**src/rtl/array_mult_sched.sv**
```systemverilog
// array_mult_sched: round-robin scheduler in front of the array_mult lane array.
// Two clients share one issue slot. A token pipe follows each vector through the
// multiplier and the rounding register, so each result returns to its issuer
// as a single-cycle pulse.
module array_mult_sched #(
  parameter int N        = 4,
  parameter int MULT_LAT = 4
) (
  input  logic              clk,
  input  logic              reset_n,
  input  logic              req0_valid,
  output logic              req0_ready,
  input  logic [N*36-1:0]   req0_dataa,
  input  logic [N*36-1:0]   req0_datab,
  input  logic              req1_valid,
  output logic              req1_ready,
  input  logic [N*36-1:0]   req1_dataa,
  input  logic [N*36-1:0]   req1_datab,
  output logic              mult_en,
  output logic [N*36-1:0]   mult_dataa,
  output logic [N*36-1:0]   mult_datab,
  input  logic [N*36-1:0]   mult_result,
  output logic              rsp0_valid,
  output logic              rsp1_valid,
  output logic [N*36-1:0]   rsp0_result,
  output logic [N*36-1:0]   rsp1_result,
  output logic              busy
);

  logic                prio_q, prio_d;
  logic [MULT_LAT:1]   s_q, s_d;
  logic [MULT_LAT:1]   t_q, t_d;
  logic                r_q, rt_q;
  logic [N*36-1:0]     dataa_q, dataa_d;
  logic [N*36-1:0]     datab_q, datab_d;
  logic                grant0, grant1, issue, gntId;

  // Round-robin grant: a lone requester wins, a tie goes to prio; nothing while in reset.
  always_comb begin
    grant0 = 1'b0;
    grant1 = 1'b0;
    if (reset_n) begin
      if (req0_valid && (!req1_valid || !prio_q)) begin
        grant0 = 1'b1;
      end else if (req1_valid) begin
        grant1 = 1'b1;
      end
    end
    issue  = grant0 | grant1;
    gntId  = grant1;
    prio_d = issue ? ~gntId : prio_q;
  end

  // Operand mux: pass the winner straight through, otherwise keep the last operands.
  always_comb begin
    dataa_d = dataa_q;
    datab_d = datab_q;
    if (grant0) begin
      dataa_d = req0_dataa;
      datab_d = req0_datab;
    end else if (grant1) begin
      dataa_d = req1_dataa;
      datab_d = req1_datab;
    end
  end

  // Token pipe: it advances with the multiplier clock enable. The enable stays high
  // until the last token reaches the final stage, which is then cleared.
  always_comb begin
    mult_en = issue | (|s_q[MULT_LAT-1:1]);
    s_d     = s_q;
    t_d     = t_q;
    if (mult_en) begin
      s_d = {s_q[MULT_LAT-1:1], issue};
      t_d = {t_q[MULT_LAT-1:1], gntId};
    end else begin
      s_d[MULT_LAT] = 1'b0;
    end
  end

  // State registers: the round stage tracks array_mult's free-running rounding register.
  always_ff @(posedge clk) begin
    if (!reset_n) begin
      prio_q  <= 1'b0;
      s_q     <= '0;
      t_q     <= '0;
      r_q     <= 1'b0;
      rt_q    <= 1'b0;
      dataa_q <= '0;
      datab_q <= '0;
    end else begin
      prio_q  <= prio_d;
      s_q     <= s_d;
      t_q     <= t_d;
      r_q     <= s_q[MULT_LAT];
      rt_q    <= t_q[MULT_LAT];
      dataa_q <= dataa_d;
      datab_q <= datab_d;
    end
  end

  assign req0_ready  = grant0;
  assign req1_ready  = grant1;
  assign mult_dataa  = dataa_d;
  assign mult_datab  = datab_d;
  assign rsp0_valid  = r_q & ~rt_q;
  assign rsp1_valid  = r_q & rt_q;
  assign rsp0_result = mult_result;
  assign rsp1_result = mult_result;
  assign busy        = (|s_q) | r_q;

endmodule

```
**config.mk**
```make
export PLATFORM = sky130hd
export DESIGN_NAME = array_mult_sched
export DESIGN_NICKNAME = d
export VERILOG_FILES = /design/src/rtl/array_mult_sched.sv
export SDC_FILE = /design/constraint.sdc
export NUM_CORES = 1
export LEC_CHECK = 0
export ABC_AREA = 1
export BUFFER_PORTS_ARGS = -buffer_cell sky130_fd_sc_hd__buf_2
export CORE_AREA = 5 5 502 504
export DETAILED_ROUTE_END_ITERATION = 8
export DIE_AREA = 0 0 507 509
export MAX_ROUTING_LAYER = met4
export PLACE_DENSITY = 0.3
export SYNTH_ARGS = -nofsm -noshare
export SYNTH_HDL_FRONTEND = slang
export SYNTH_SLANG_ARGS = --single-unit
export TNS_END_PERCENT = 100
```
**constraint.sdc**
```tcl
create_clock -name clk -period 1.6 [get_ports clk]
set_clock_uncertainty 0.1 [all_clocks]
set_input_delay 0.16 -clock clk [delete_from_list [all_inputs] [get_ports clk]]
set_output_delay 0.16 -clock clk [all_outputs]
set_load 0.01 [all_outputs]
```
=== Yosys cells after proc, flatten, opt, wreduce, memory -nomap -nowiden ===
Cells that the tools add are included.

* Register bits: 299
* Output and inout bits: 582
* Word-level logic and storage cells: 31

* Muxes and demuxes: 9
* Bitwise gates (word level): 7
* Reductions and logical operators: 7

{| class="wikitable"
|+ Operator list
! cell !! count
|-
| 2-to-1 mux 144 bit || 4
|-
| 2-to-1 mux 1 bit || 5
|-
| OR reduction 4 bit || 1
|-
| bitwise OR 1 bit || 3
|-
| OR reduction 3 bit || 1
|-
| bitwise AND 1 bit || 2
|-
| zero test 1 bit || 2
|-
| inverter 1 bit || 2
|-
| AND reduction 2 bit || 1
|-
| logical AND 1 bit || 1
|-
| logical OR 1 bit || 1
|}

=== Logic depth before layout (Yosys ltp) ===
* Word-level depth: 8
* Depth in mapped cells: 9
* Gate-level depth less buffers: 7

=== Worst setup path after synthesis ===
Ideal clock, no wire load.

* Path type: reg2out
* From: register prio_q
* To: output port mult_dataa[1]
* Arrival time: 1.239 ns
* Data required time: 1.340 ns
* Path slack: 0.101 ns
* Stages on the path, launching flop included: 9
* Cell sequence: dfxtp_1 nand2_1 nand3_2 inv_2 buf_4 clkbuf_1 nand2_1 nand3_1 inv_1

* Longest elaborated chain between the ends: 7
* Elaborated cells on any way between the ends: 9
* Those cells by class: mux: 6; reduce/logical: 3

{| class="wikitable"
|+ RTL lines
! what !! line !! RTL
|-
| start, declared || 30 || <nowiki>logic prio_q, prio_d;</nowiki>
|-
| start signal, assigned || 92 || <nowiki>prio_q <= prio_d;</nowiki>
|-
| zero test 1 bit (*) || 43 || <nowiki>if (req0_valid && (!req1_valid || !prio_q)) begin</nowiki>
|-
| logical OR 1 bit (*) || 43 ||
|-
| logical AND 1 bit (*) || 43 ||
|-
| 2-to-1 mux 1 bit || 43 ||
|-
| 2-to-1 mux 1 bit || 42 || <nowiki>if (reset_n) begin</nowiki>
|-
| 2-to-1 mux 144 bit || 61 || <nowiki>end else if (grant1) begin</nowiki>
|-
| 2-to-1 mux 144 bit (*) || 58 || <nowiki>if (grant0) begin</nowiki>
|-
| end, declared || 20 || <nowiki>output logic [N*36-1:0] mult_dataa,</nowiki>
|}

Mark *: on every way between the ends. The rest lies on a longest branch, timed or not.

=== Worst setup path after layout ===
* From: register prio_q
* To: output port mult_datab[127]

* Longest elaborated chain between the ends: 7
* Elaborated cells on any way between the ends: 9
* Those cells by class: mux: 6; reduce/logical: 3

{| class="wikitable"
|+ RTL lines
! what !! line !! RTL
|-
| zero test 1 bit (*) || 43 ||
|-
| logical OR 1 bit (*) || 43 ||
|-
| logical AND 1 bit (*) || 43 ||
|-
| 2-to-1 mux 1 bit || 43 ||
|-
| 2-to-1 mux 1 bit || 42 ||
|-
| 2-to-1 mux 144 bit || 61 ||
|-
| 2-to-1 mux 144 bit (*) || 58 ||
|-
| end, declared || 21 || <nowiki>output logic [N*36-1:0] mult_datab,</nowiki>
|}

Marked as above.

==> run summary <==
The flow ran to the end, but the final reports show violations. The checks that failed: negative hold slack, negative setup slack. The worst setup path is of the reg -> out kind. The share of the Yosys chip area taken by registers is 0.315.

Setup repair after global routing could not meet its margin everywhere. The number of top-level design ports came out at 1306. After synthesis, the netlist uses 16 different library cells.

The number of maximum-capacitance constraint violations is 0. The endpoint identified for the worst register-to-register timing path is datab_q[21]$_SDFF_PN0_. The synthesized design spends more area on one cell type than any other, namely sky130_fd_sc_hd__dfxtp_1.

Measured against its own limit, the worst slew margin works out to 0.703. The required arrival time at the worst endpoint is 1340 ps. The final critical delay including setup and external delays came out at ~2500 ps.

The largest net degree at the start of global routing is 38. Synthesis produced a netlist with a net count of 3837. The warning count from the yosys run is 0. TritonCTS built the clock tree. The routed wire length on met2 came out at just under 80 mm. In the detailed route, the total length drawn on met3 is 19.3 mm.

The post-route DRC violation count is 0. STA classifies the critical path startpoint as a flip-flop. The first global-routing pass estimated 198 mm of wire. The die covers 258000 um^2. The leakage power came out at 20.9 nW. The weighted congestion reported at the end of routability-driven placement came out at between 0.9 and 1.

The count of nets left with antenna violations once routing finished came out at 0. The library cell used as clock root buffer is sky130_fd_sc_hd__clkbuf_16. The mean area per synthesized cell is 6.11 um^2. The number of antenna violations at the first check in global routing came out at 47.

The worst-margin pin slew is about 450 ps. The net count reported at finish is 5382. The average wire per cell in the routed design came out at 19.5 um. The count of filler cells inserted in the layout came out at roughly 28k. The maximum clock path buffer count came out at 3. Compared with the post-synthesis result, the final layout area differs by 111%.

The critical-path cell with the highest stage delay is sky130_fd_sc_hd__dfxtp_2. The placeable core area came out at 247000 um^2. The via count normalized by instance count is 3.10. The final clock period utilization by the worst path is 1.56.

The proportion of layout cells with a drive suffix above 1 came out at 0.410. The mapped netlist covers 19000 um^2. The global-route usage over all layers is 0.113. Measured along the y axis, the die boundary spans 509 um. Among the stages of the critical path, the cell type that occurs most often is sky130_fd_sc_hd__buf_12.

The final routed wirelength across all metal layers came out at 155 mm. The area of all sequential standard cells is between 5000 and 6000 um^2. The final-report setup violation count came out at 528.

In this run the power density over the cells is 738 nW/um^2. The count of final max-slew check failures came to 0. VDD sags by at most 0.681 mV. Of all nets on the critical path, the largest fanout is 9. The cell count after synthesis came out at 3113. The area fraction of the dominant cell type after synthesis came out at 0.315. The number of H-tree levels is 2.

The clock edge transition at the registers on the reported setup and hold paths is 60 ps. By area the synthesized netlist is led by sky130_fd_sc_hd__dfxtp_1 31%, sky130_fd_sc_hd__inv_1 15%, sky130_fd_sc_hd__nand2_1 14%, sky130_fd_sc_hd__buf_4 12%, sky130_fd_sc_hd__nand3_1 11%. The number of DRC markers after the initial detailed-route iteration is 965. The number of storage elements in the synthesis netlist came out at approximately 300. For this configuration, the core starts out at a cell density of 0.0769. The count of TritonRoute iterations in the first routing pass came out at 8. The clock net sink count came out at about 300. The fmax is 0.400 GHz. The total overflow left after global routing is 0. Buffers placed on the I/O ports in this run total 873. The total area of multi-input combinational cells came out at about 9000 um^2. The number of core rows is 183.

The floorplan die width is between 500 and 600 um. STA classifies the critical path endpoint as an output pin. Clock latency on the worst-skew pair, taken at its later pin, is 650 ps. The endpoint of the worst hold path is datab_q[82]$_SDFF_PN0_. The worst hold path stage count is 5. Across all setup checks in the final design, the least slack found is -901 ps. The number of cells on the worst reg-to-reg path came out at 16.

The via count of the first global-routing pass is approximately 26k. The tightest hold path in the finished design has a slack of -98.6 ps. The path class of the tightest hold or removal check is in -> reg. The arrival time reported for the critical path endpoint came out at 2240 ps. The setup total negative slack is -265740 ps. The utilization after layout came out at 0.163.

The maximum single-stage delay on the critical path is 350 ps. For this block, wires on met1 add up to 53.6 mm. Detailed placement ended at an HPWL of 118 mm. Across all layers, the routed design uses 24.7k vias. The reg-to-reg setup timing slack came out at -880 ps. The number of hold-slack violations in the final timing report is 19.

The highest layer used for signal routing is met4. The clock buffer count from CTS came out at 46. The startpoint identified for the worst register-to-register timing path is prio_q$_SDFFE_PN0P_.

The origin of the worst min-delay path is req1_datab[82]. Walking the worst path, the cells encountered are nand2_4 -> nand3_4 -> buf_12 -> buf_12 -> buf_16 -> buf_8 -> nand3b_1 -> nand3_2 -> inv_1 -> buf_2.
-- logic make-up (layout without fill, tap and decap cells) --
family | count (synthesis) | after routing | share of synthesized area
other | 0 | 28 | 0
buffers and inverters | 1216 | 2797 | 0.301
DFF | 299 | 299 | 0.315
AOI/OAI and AO/OA | 127 | 127 | 0.0334
and+or+nand+nor | 1471 | 1471 | 0.350
-- cell usage after synthesis --
library cell / n
sky130_fd_sc_hd__nand3b_1: 163
sky130_fd_sc_hd__inv_1: 753
sky130_fd_sc_hd__nand2_1: 721
sky130_fd_sc_hd__inv_2: 4
sky130_fd_sc_hd__clkbuf_1: 89
sky130_fd_sc_hd__a21oi_1: 126
sky130_fd_sc_hd__nor3_1: 1
sky130_fd_sc_hd__nand3_1: 414
sky130_fd_sc_hd__buf_4: 292
sky130_fd_sc_hd__buf_2: 58
sky130_fd_sc_hd__o21ai_0: 1
sky130_fd_sc_hd__nand3_2: 1
sky130_fd_sc_hd__nand4_1: 3
sky130_fd_sc_hd__buf_1: 20
sky130_fd_sc_hd__nor2_1: 168
sky130_fd_sc_hd__dfxtp_1: 299
-- cell type report --
class	count	share of cell area
flip-flops and latches	299	0.149
multi-input cells	1598	0.228
inverters	757	0.0719
diodes	28	0.00174
well taps	3237	0.101
clock inverters	13	0.00271
repair buffers	1954	0.411
repair inverters	2	0.000778
clock buffers	71	0.0345
-- how the worst max path moves through the flow --
stage	startpoint	end	cells past startpoint	slack, ps
6_report	prio_q$_SDFFE_PN0P_	mult_datab[127]	10	-900
5_1_grt	prio_q$_SDFFE_PN0P_	mult_dataa[97]	10	-1040
4_1_cts	prio_q$_SDFFE_PN0P_	mult_dataa[93]	10	-1010
3_5_place_dp	req1_valid	mult_dataa[137]	9	-560
3_3_place_gp	req1_valid	mult_dataa[137]	9	-570
2_1_floorplan	prio_q$_SDFFE_PN0P_	mult_dataa[1]	8	100
-- flip-flops by register name (all words and copies together), names as in the netlist --
register  flops
rt_q          1
datab_q     144
t_q           4
r_q           1
prio_q        1
dataa_q     144
s_q           4
-- report_power, final --
part           total [mW]  switching, mW  internal [mW]  leakage [nW]
Clock                10.4           4.34           6.10         0.747
Combinational        11.0           5.36           5.65          17.6
Sequential           8.24          0.134           8.10          2.48
Total                29.7           9.84           19.8          20.9
-- critical path, delay by kind of cell (launching register included) --
family | cells | cell delay (ps)
flops | 1 | 350
simple gates | 4 | 400
buf+inv | 6 | 810
-- cells in the final DEF (no fill, tap or decap), types with 2 or more instances in the layout --
cell                            netlist  routed
sky130_fd_sc_hd__clkinv_2             0      10
sky130_fd_sc_hd__buf_6                0     158
sky130_fd_sc_hd__inv_1              753     652
sky130_fd_sc_hd__a21oi_1            126     126
sky130_fd_sc_hd__clkbuf_8             0      12
sky130_fd_sc_hd__clkbuf_1            89      12
sky130_fd_sc_hd__dlygate4sd3_1        0     523
sky130_fd_sc_hd__nand2_2              0      67
sky130_fd_sc_hd__nand2_4              0      60
sky130_fd_sc_hd__clkbuf_16            0      76
sky130_fd_sc_hd__nor2_1             168     166
sky130_fd_sc_hd__buf_4              292     416
sky130_fd_sc_hd__nand4_1              3       3
sky130_fd_sc_hd__inv_8                0       2
sky130_fd_sc_hd__inv_2                4     101
sky130_fd_sc_hd__dfxtp_1            299     298
sky130_fd_sc_hd__buf_12               0      45
sky130_fd_sc_hd__nand3_1            414     230
sky130_fd_sc_hd__buf_16               0      27
sky130_fd_sc_hd__diode_2              0      28
sky130_fd_sc_hd__buf_8                0      21
sky130_fd_sc_hd__nand3b_1           163     163
sky130_fd_sc_hd__nand3_2              1     143
sky130_fd_sc_hd__nand3_4              0      42
sky130_fd_sc_hd__buf_2               58     734
sky130_fd_sc_hd__inv_16               0       2
sky130_fd_sc_hd__inv_6                0       2
sky130_fd_sc_hd__nand2_1            721     594
-- timing repair --
item,4_1_cts,5_1_grt
gates cloned,16,35
pin swaps,49,102
resized for setup,234,596
buffers inserted,63,57
hold buffers,516,7
setup endpoints to repair,586,586
hold endpoints to repair,291,23
-- metal layers --
| layer | vias to the layer above | global-route usage |
|---|---|---|
| met5 | - | - |
| met4 | 0 | 0.0366 |
| met3 | 165 | 0.0619 |
| met2 | 1136 | 0.196 |
| met1 | 11200 | 0.105 |
| li1 | 12100 | - |
-- stage by stage --
| stage | total power [mW] | cells | cell area [um^2] | setup slack, ps |
|---|---|---|---|---|
| floorplan | 12.4 | 3113 | 19000 | 101 |
| global placement | 16.0 | 7162 | 28000 | -567 |
| detailed placement | 16.0 | 7162 | 28000 | -560 |
| CTS | 28.9 | 7841 | 36700 | -1010 |
| global route | 31.5 | 7957 | 40200 | -1040 |
| finish | 29.7 | 7959 | 40200 | -901 |
No activity file was read; power rests on OpenSTA's default activity.
